**config.mk**
```make
export PLATFORM = sky130hd
export DESIGN_NAME = regfile_wb_sink_flat
export DESIGN_NICKNAME = d
export VERILOG_FILES = /design/src/rtl/regfile_wb_sink_if.sv /design/src/rtl/regfile_wb_sink.sv /design/src/flat_wrapper.sv
export SDC_FILE = /design/constraint.sdc
export NUM_CORES = 2
export LEC_CHECK = 0
export CORE_MARGIN = 2
export CORE_UTILIZATION = 30
export DETAILED_ROUTE_END_ITERATION = 7
export GPL_ROUTABILITY_DRIVEN = 0
export MAX_ROUTING_LAYER = met4
export PLACE_DENSITY = 0.46
export SYNTH_ARGS = -nofsm -noshare
export SYNTH_HDL_FRONTEND = slang
export SYNTH_SLANG_ARGS = --single-unit
```
**constraint.sdc**
```tcl
create_clock -name clk -period 7.9 [get_ports clk]
set_input_delay 1.58 -clock clk [delete_from_list [all_inputs] [get_ports clk]]
set_output_delay 1.58 -clock clk [all_outputs]
set_load 0.01 [all_outputs]
```
**src/rtl/regfile_wb_sink_if.sv**
```systemverilog
// Writeback, ID read and debug signals of the architectural register file.
// The master modport is the pipeline/bench side; the slave is the register file.
interface regfile_wb_sink_if #(
    parameter int DATA_WIDTH = 32,
    parameter int ADDR_WIDTH = 5,
    parameter int CNT_WIDTH  = 32
);
    logic                  mem_wb_RegWrite;
    logic [ADDR_WIDTH-1:0] mem_wb_rd;
    logic [DATA_WIDTH-1:0] wb_write_data;
    logic [ADDR_WIDTH-1:0] id_rs1_addr;
    logic [ADDR_WIDTH-1:0] id_rs2_addr;
    logic [DATA_WIDTH-1:0] id_rs1_data;
    logic [DATA_WIDTH-1:0] id_rs2_data;
    logic                  dbg_req;
    logic [ADDR_WIDTH-1:0] dbg_addr;
    logic                  dbg_valid;
    logic [DATA_WIDTH-1:0] dbg_data;
    logic [CNT_WIDTH-1:0]  wb_commit_count;

    modport master (
        output mem_wb_RegWrite, mem_wb_rd, wb_write_data,
        output id_rs1_addr, id_rs2_addr, dbg_req, dbg_addr,
        input  id_rs1_data, id_rs2_data, dbg_valid, dbg_data, wb_commit_count
    );

    modport slave (
        input  mem_wb_RegWrite, mem_wb_rd, wb_write_data,
        input  id_rs1_addr, id_rs2_addr, dbg_req, dbg_addr,
        output id_rs1_data, id_rs2_data, dbg_valid, dbg_data, wb_commit_count
    );
endinterface

```
**src/rtl/regfile_wb_sink.sv**
```systemverilog
// Architectural register file at the end of the writeback path: write-first
// bypassed combinational ID reads, a 1-cycle debug read port and a commit counter.
module regfile_wb_sink #(
    parameter int DATA_WIDTH = 32,
    parameter int NUM_REGS   = 32,
    parameter int ADDR_WIDTH = 5,
    parameter int CNT_WIDTH  = 32
) (
    input  logic clk,
    input  logic rst,
    regfile_wb_sink_if.slave bus
);

    logic [DATA_WIDTH-1:0] regs_r [NUM_REGS];
    logic                  wr_en_s;
    logic [DATA_WIDTH-1:0] rs1_s;
    logic [DATA_WIDTH-1:0] rs2_s;
    logic [DATA_WIDTH-1:0] dbg_rd_s;
    logic                  dbg_valid_r;
    logic [DATA_WIDTH-1:0] dbg_data_r;
    logic [CNT_WIDTH-1:0]  count_r;

    // x0 reads as zero regardless of storage; a live write wins over stored data.
    function automatic logic [DATA_WIDTH-1:0] read_mux(
        input logic [ADDR_WIDTH-1:0] addr,
        input logic                  wen,
        input logic [ADDR_WIDTH-1:0] waddr,
        input logic [DATA_WIDTH-1:0] wdata,
        input logic [DATA_WIDTH-1:0] stored
    );
        logic [DATA_WIDTH-1:0] res;
        if (addr == {ADDR_WIDTH{1'b0}}) begin
            res = {DATA_WIDTH{1'b0}};
        end else if (wen && (waddr == addr)) begin
            res = wdata;
        end else begin
            res = stored;
        end
        return res;
    endfunction

    // Commit qualifier: suppressed in reset and for x0, which also gates bypass.
    always_comb begin
        wr_en_s = 1'b0;
        if (!rst && bus.mem_wb_RegWrite && (bus.mem_wb_rd != {ADDR_WIDTH{1'b0}})) begin
            wr_en_s = 1'b1;
        end else begin
            wr_en_s = 1'b0;
        end
    end

    // Read-port muxes shared by both ID ports and the debug port.
    always_comb begin
        rs1_s    = read_mux(bus.id_rs1_addr, wr_en_s, bus.mem_wb_rd, bus.wb_write_data,
                            regs_r[bus.id_rs1_addr]);
        rs2_s    = read_mux(bus.id_rs2_addr, wr_en_s, bus.mem_wb_rd, bus.wb_write_data,
                            regs_r[bus.id_rs2_addr]);
        dbg_rd_s = read_mux(bus.dbg_addr, wr_en_s, bus.mem_wb_rd, bus.wb_write_data,
                            regs_r[bus.dbg_addr]);
    end

    // Register storage: full clear on reset, single committed write otherwise.
    always_ff @(posedge clk) begin
        if (rst) begin
            for (int i = 0; i < NUM_REGS; i++) begin
                regs_r[i] <= {DATA_WIDTH{1'b0}};
            end
        end else if (wr_en_s) begin
            regs_r[bus.mem_wb_rd] <= bus.wb_write_data;
        end
    end

    // Debug response: one-cycle pulse per request, data held between requests.
    always_ff @(posedge clk) begin
        if (rst) begin
            dbg_valid_r <= 1'b0;
            dbg_data_r  <= {DATA_WIDTH{1'b0}};
        end else if (bus.dbg_req) begin
            dbg_valid_r <= 1'b1;
            dbg_data_r  <= dbg_rd_s;
        end else begin
            dbg_valid_r <= 1'b0;
        end
    end

    // Commit counter, wrapping naturally at its width.
    always_ff @(posedge clk) begin
        if (rst) begin
            count_r <= {CNT_WIDTH{1'b0}};
        end else if (wr_en_s) begin
            count_r <= count_r + {{(CNT_WIDTH-1){1'b0}}, 1'b1};
        end
    end

    assign bus.id_rs1_data     = rs1_s;
    assign bus.id_rs2_data     = rs2_s;
    assign bus.dbg_valid       = dbg_valid_r;
    assign bus.dbg_data        = dbg_data_r;
    assign bus.wb_commit_count = count_r;

endmodule

```
**src/flat_wrapper.sv**
```systemverilog
// flat-port wrapper written by rule: the top's interface ports become plain ports
module regfile_wb_sink_flat 
#(
    parameter int DATA_WIDTH = 32,
    parameter int NUM_REGS   = 32,
    parameter int ADDR_WIDTH = 5,
    parameter int CNT_WIDTH  = 32
)
  (clk, rst, bus_mem_wb_RegWrite, bus_mem_wb_rd, bus_wb_write_data, bus_id_rs1_addr, bus_id_rs2_addr, bus_dbg_req, bus_dbg_addr, bus_id_rs1_data, bus_id_rs2_data, bus_dbg_valid, bus_dbg_data, bus_wb_commit_count);
  regfile_wb_sink_if #(.DATA_WIDTH(DATA_WIDTH), .ADDR_WIDTH(ADDR_WIDTH), .CNT_WIDTH(CNT_WIDTH)) bus_i ();
  input  logic clk;
  input  logic rst;
  input wire logic [$bits(bus_i.mem_wb_RegWrite)-1:0] bus_mem_wb_RegWrite;
  input wire logic [$bits(bus_i.mem_wb_rd)-1:0] bus_mem_wb_rd;
  input wire logic [$bits(bus_i.wb_write_data)-1:0] bus_wb_write_data;
  input wire logic [$bits(bus_i.id_rs1_addr)-1:0] bus_id_rs1_addr;
  input wire logic [$bits(bus_i.id_rs2_addr)-1:0] bus_id_rs2_addr;
  input wire logic [$bits(bus_i.dbg_req)-1:0] bus_dbg_req;
  input wire logic [$bits(bus_i.dbg_addr)-1:0] bus_dbg_addr;
  output wire logic [$bits(bus_i.id_rs1_data)-1:0] bus_id_rs1_data;
  output wire logic [$bits(bus_i.id_rs2_data)-1:0] bus_id_rs2_data;
  output wire logic [$bits(bus_i.dbg_valid)-1:0] bus_dbg_valid;
  output wire logic [$bits(bus_i.dbg_data)-1:0] bus_dbg_data;
  output wire logic [$bits(bus_i.wb_commit_count)-1:0] bus_wb_commit_count;
  assign bus_i.mem_wb_RegWrite = bus_mem_wb_RegWrite;
  assign bus_i.mem_wb_rd = bus_mem_wb_rd;
  assign bus_i.wb_write_data = bus_wb_write_data;
  assign bus_i.id_rs1_addr = bus_id_rs1_addr;
  assign bus_i.id_rs2_addr = bus_id_rs2_addr;
  assign bus_i.dbg_req = bus_dbg_req;
  assign bus_i.dbg_addr = bus_dbg_addr;
  assign bus_id_rs1_data = bus_i.id_rs1_data;
  assign bus_id_rs2_data = bus_i.id_rs2_data;
  assign bus_dbg_valid = bus_i.dbg_valid;
  assign bus_dbg_data = bus_i.dbg_data;
  assign bus_wb_commit_count = bus_i.wb_commit_count;
  regfile_wb_sink #(.DATA_WIDTH(DATA_WIDTH), .NUM_REGS(NUM_REGS), .ADDR_WIDTH(ADDR_WIDTH), .CNT_WIDTH(CNT_WIDTH)) u_core (.clk(clk), .rst(rst), .bus(bus_i));
endmodule
```
==> run metrics <==
status=completed; hold_sp=u_core.bus.wb_commit_count[31]; synthesized area per cell=13.98 sq um; CP Launch Type=input port; hold path endpoint=u_core.bus.wb_commit_count[31]; Hold Buf Count CTS=0; clock skew=0.02667 ns; dominant cell type by area after synthesis=edfxtp_1; Final Cycle Share=88.31%; Crit. End Element=output pin; first-pass GRT wire length=407600 microns; core area=0.2191 sq mm; crit-path max FO=16; synth warn=0; final hold violation count=0; area of the multi-input gates=0.03188 sq mm; total vias in the final route=47010; CP top delay family=simple AND/OR/NAND/NOR gates; Starting Density=30.07%; drt total wl=302100 microns; DP HPWL=184700 microns; Setup CP Type=in -> out; worst hold slack=0.4927 ns; crit path DAT=5.40 ns; Worst EP required=6.32 ns; # clock sinks=1089; flops & latches, synth=1089; Slew Viols, Final=0; worst setup margin=0.9237 ns; Fillers=21090; fraction of registers with async set/reset=0%; Wirelength per Cell=38.85 microns; Worst Reg-to-Reg Cells=5; Worst Path Buf+Inv=3; Synth Flop Type=edfxtp_1; Chip Width=472.6 microns; Setup WS pre-CTS=1.049 ns; Peak VDD IR=0.1886 mV; CTS max path bufs=3; cell depth of the worst hold path=2; Detailed Route Iter0 Violations=6165; Post-Syn Area=0.06588 sq mm; setup TNS=0 ns; Final Critical Period=6.976 ns; Register Area=0.03205 sq mm; Clock Latency Late Sink=0.80 ns; vias in the first global route=46520; DRT antenna net count=0; leakage power total=25.58 nW; clock root buffer=clkbuf_16; placed cells=7508; P&R area growth vs syn=14.95%; crit-path cells=buf_2, or3b_2, buf_4, o22ai_1, nor3_1, a32o_1, clkdlybuf4s50_1; number of distinct library cells after synthesis=63; Non-Filler Instances=7775; RSZ-0062 raised after global routing=no; sequential-to-total area share from yosys stat=48.65%; fmax=0.1433 GHz; Final #Nets=4832; Reg2Reg Setup Slack=5.56 ns; share of layout cells above drive strength 1=24.00%; Final setup viols=0; largest net degree at the start of global routing=100; CTS buffer count=136; CP max stage delay=1.02 ns; top cell type's share of synthesized area=46.68%; Max-cap violations=0; slowest CP cell=or3b_2; CTS clk-pin slew, worst paths=0.06 ns; drt first pass iters=6; PortBufs=184; EDFF count, synth=1024; Die Height=472.6 microns; # IOs=185; initial antenna violation count=27; Power Dens Cells=204.0 mW/mm^2; Crit path depth=7; worst flop-to-flop path startpoint=u_core.bus.wb_commit_count[3]; num rows=172; DIE AREA=0.2234 sq mm; global route total overflow=0; Worst R2R End=u_core.bus.wb_commit_count[30]; top area cells in the synthesized netlist=edfxtp_1 (47%), mux4_2 (21%), and2_1 (9.4%), mux2i_1 (5.5%), clkbuf_1 (2.0%); post-CTS setup buffers=0; min-delay worst type=reg -> reg; Cells after Synth=4714; TritonCTS clock tree=built; cts repair resizes=0; pin slew with the least headroom to its limit=1.316 ns; DRC=0; Tot GR Track Use=27.36%; Vias/cell=6.046; H-tree levels=4; Slew headroom=11.79%
kinds of logic (layout without fill, tap and decap cells):
family | Yosys count | after routing | share of synthesized area (%)
AND/OR/NAND/NOR | 1443 | 1443 | 12.95
XOR/XNOR | 34 | 34 | 0.4520
multiplexers | 1011 | 1011 | 27.28
AO/OA/AOI/OAI | 592 | 592 | 6.991
adder cells (fa/ha/maj) | 1 | 1 | 0.01899
other | 1 | 53 | 0.005692
buffers and inverters | 543 | 681 | 3.645
flip-flops | 1089 | 1089 | 48.65
synthesized netlist by cell type, types with 6 or more instances:
cell type  instances
nand2b_1          10
or3_1             11
a221oi_1          57
buf_1             16
nor2_1           116
buf_4             34
inv_1              6
clkbuf_1         347
nor4_1            14
mux2_1            10
nand3b_1          10
o21ai_0            7
xnor2_1           32
nand2_1           71
o31ai_1           37
dfxtp_1           65
a22oi_1           96
a22o_1            69
or2_2             24
buf_2            128
edfxtp_1        1024
mux4_2           625
a21oi_1           30
mux2i_1          360
nor2b_1           50
a221o_1           31
a31oi_1           49
mux2_2            16
nor3_1            69
o22ai_1           65
and2_1           995
a32o_1            39
a41oi_1           31
or2_1             10
nand4_1            8
a21o_1            31
nand3_1           27
a211oi_1          37
buf_6             10
worst register-to-register path: cells and delay by family, from the launching register on:
family | cells | cell delay, ns
simple gates | 4 | 1.72
flops | 1 | 0.41
compound gates | 1 | 0.16
worst max path at each step:
| stage | startpoint | to | slack (ns) |
|---|---|---|---|
| 2_1_floorplan | bus_id_rs2_addr[0] | bus_id_rs2_data[10] | 3.03 |
| 3_3_place_gp | bus_id_rs2_addr[3] | bus_id_rs2_data[30] | 1.06 |
| 3_5_place_dp | bus_id_rs2_addr[3] | bus_id_rs2_data[30] | 1.05 |
| 4_1_cts | bus_id_rs2_addr[3] | bus_id_rs2_data[30] | 1.04 |
| 5_1_grt | bus_id_rs2_addr[3] | bus_id_rs2_data[30] | 0.97 |
| 6_report | bus_id_rs2_addr[3] | bus_id_rs2_data[30] | 0.92 |
cells in the final DEF (no fill, tap or decap), types with 28 or more instances in the layout:
master,instances
o31ai_1,37
a31oi_1,49
a32o_1,39
edfxtp_1,1024
and2_1,994
conb_1,32
a21oi_1,30
nor3_1,67
clkdlybuf4s50_1,171
or2_2,32
a211oi_1,37
a221o_1,31
a21o_1,31
a41oi_1,31
clkbuf_1,41
a22oi_1,96
a221oi_1,57
mux4_2,625
o22ai_1,65
dfxtp_1,65
a22o_1,69
nor2b_1,45
nor2_4,34
nor2_1,82
clkbuf_16,140
xnor2_1,32
clkinv_1,28
buf_4,223
nand2_1,71
mux2i_1,360
through the flow:
step | cell area, sq um | util (%) | power, mW
2_1_floorplan | 65990 | - | 8.311
3_3_place_gp | 71500 | 32.64 | 9.454
3_5_place_dp | 71500 | 32.64 | 9.466
4_1_cts | 75670 | 34.54 | 15.51
5_1_grt | 75680 | 34.55 | 15.85
6_report | 75720 | 34.56 | 15.45
registers in the layout (all words and copies together), names as in the netlist:
name	cells
u_core.bus.dbg_data	32
u_core.bus.dbg_valid	1
u_core.bus.wb_commit_count	32
u_core.regs_r	1024
cell type report:
| type | instances | area share [%] |
|---|---|---|
| multi-input combinational | 3113 | 42.10 |
| clock buffer | 184 | 4.884 |
| clock inverter | 62 | 0.6246 |
| timing repair buffer | 427 | 5.210 |
| sequential | 1089 | 42.33 |
| inverter | 8 | 0.04131 |
| tap | 2871 | 4.744 |
| antenna | 21 | 0.06940 |
metal layers:
| layer | vias to the layer above | global-route usage (%) | wire [microns] |
|---|---|---|---|
| li1 | 18730 | - | - |
| met1 | 24930 | 33.59 | 117000 |
| met2 | 2708 | 43.91 | 145200 |
| met3 | 649 | 4.839 | 24010 |
| met4 | 0 | 12.72 | 15760 |
| met5 | - | - | 0 |
where the power goes:
part	internal (mW)	leakage [nW]	switching (mW)	total, mW
registers	6.63	10.3	0.246	6.88
clock network	3.44	2.03	2.63	6.07
logic	1.04	13.3	1.45	2.50
total	11.1	25.6	4.33	15.4
No activity file was read; power rests on OpenSTA's default activity.
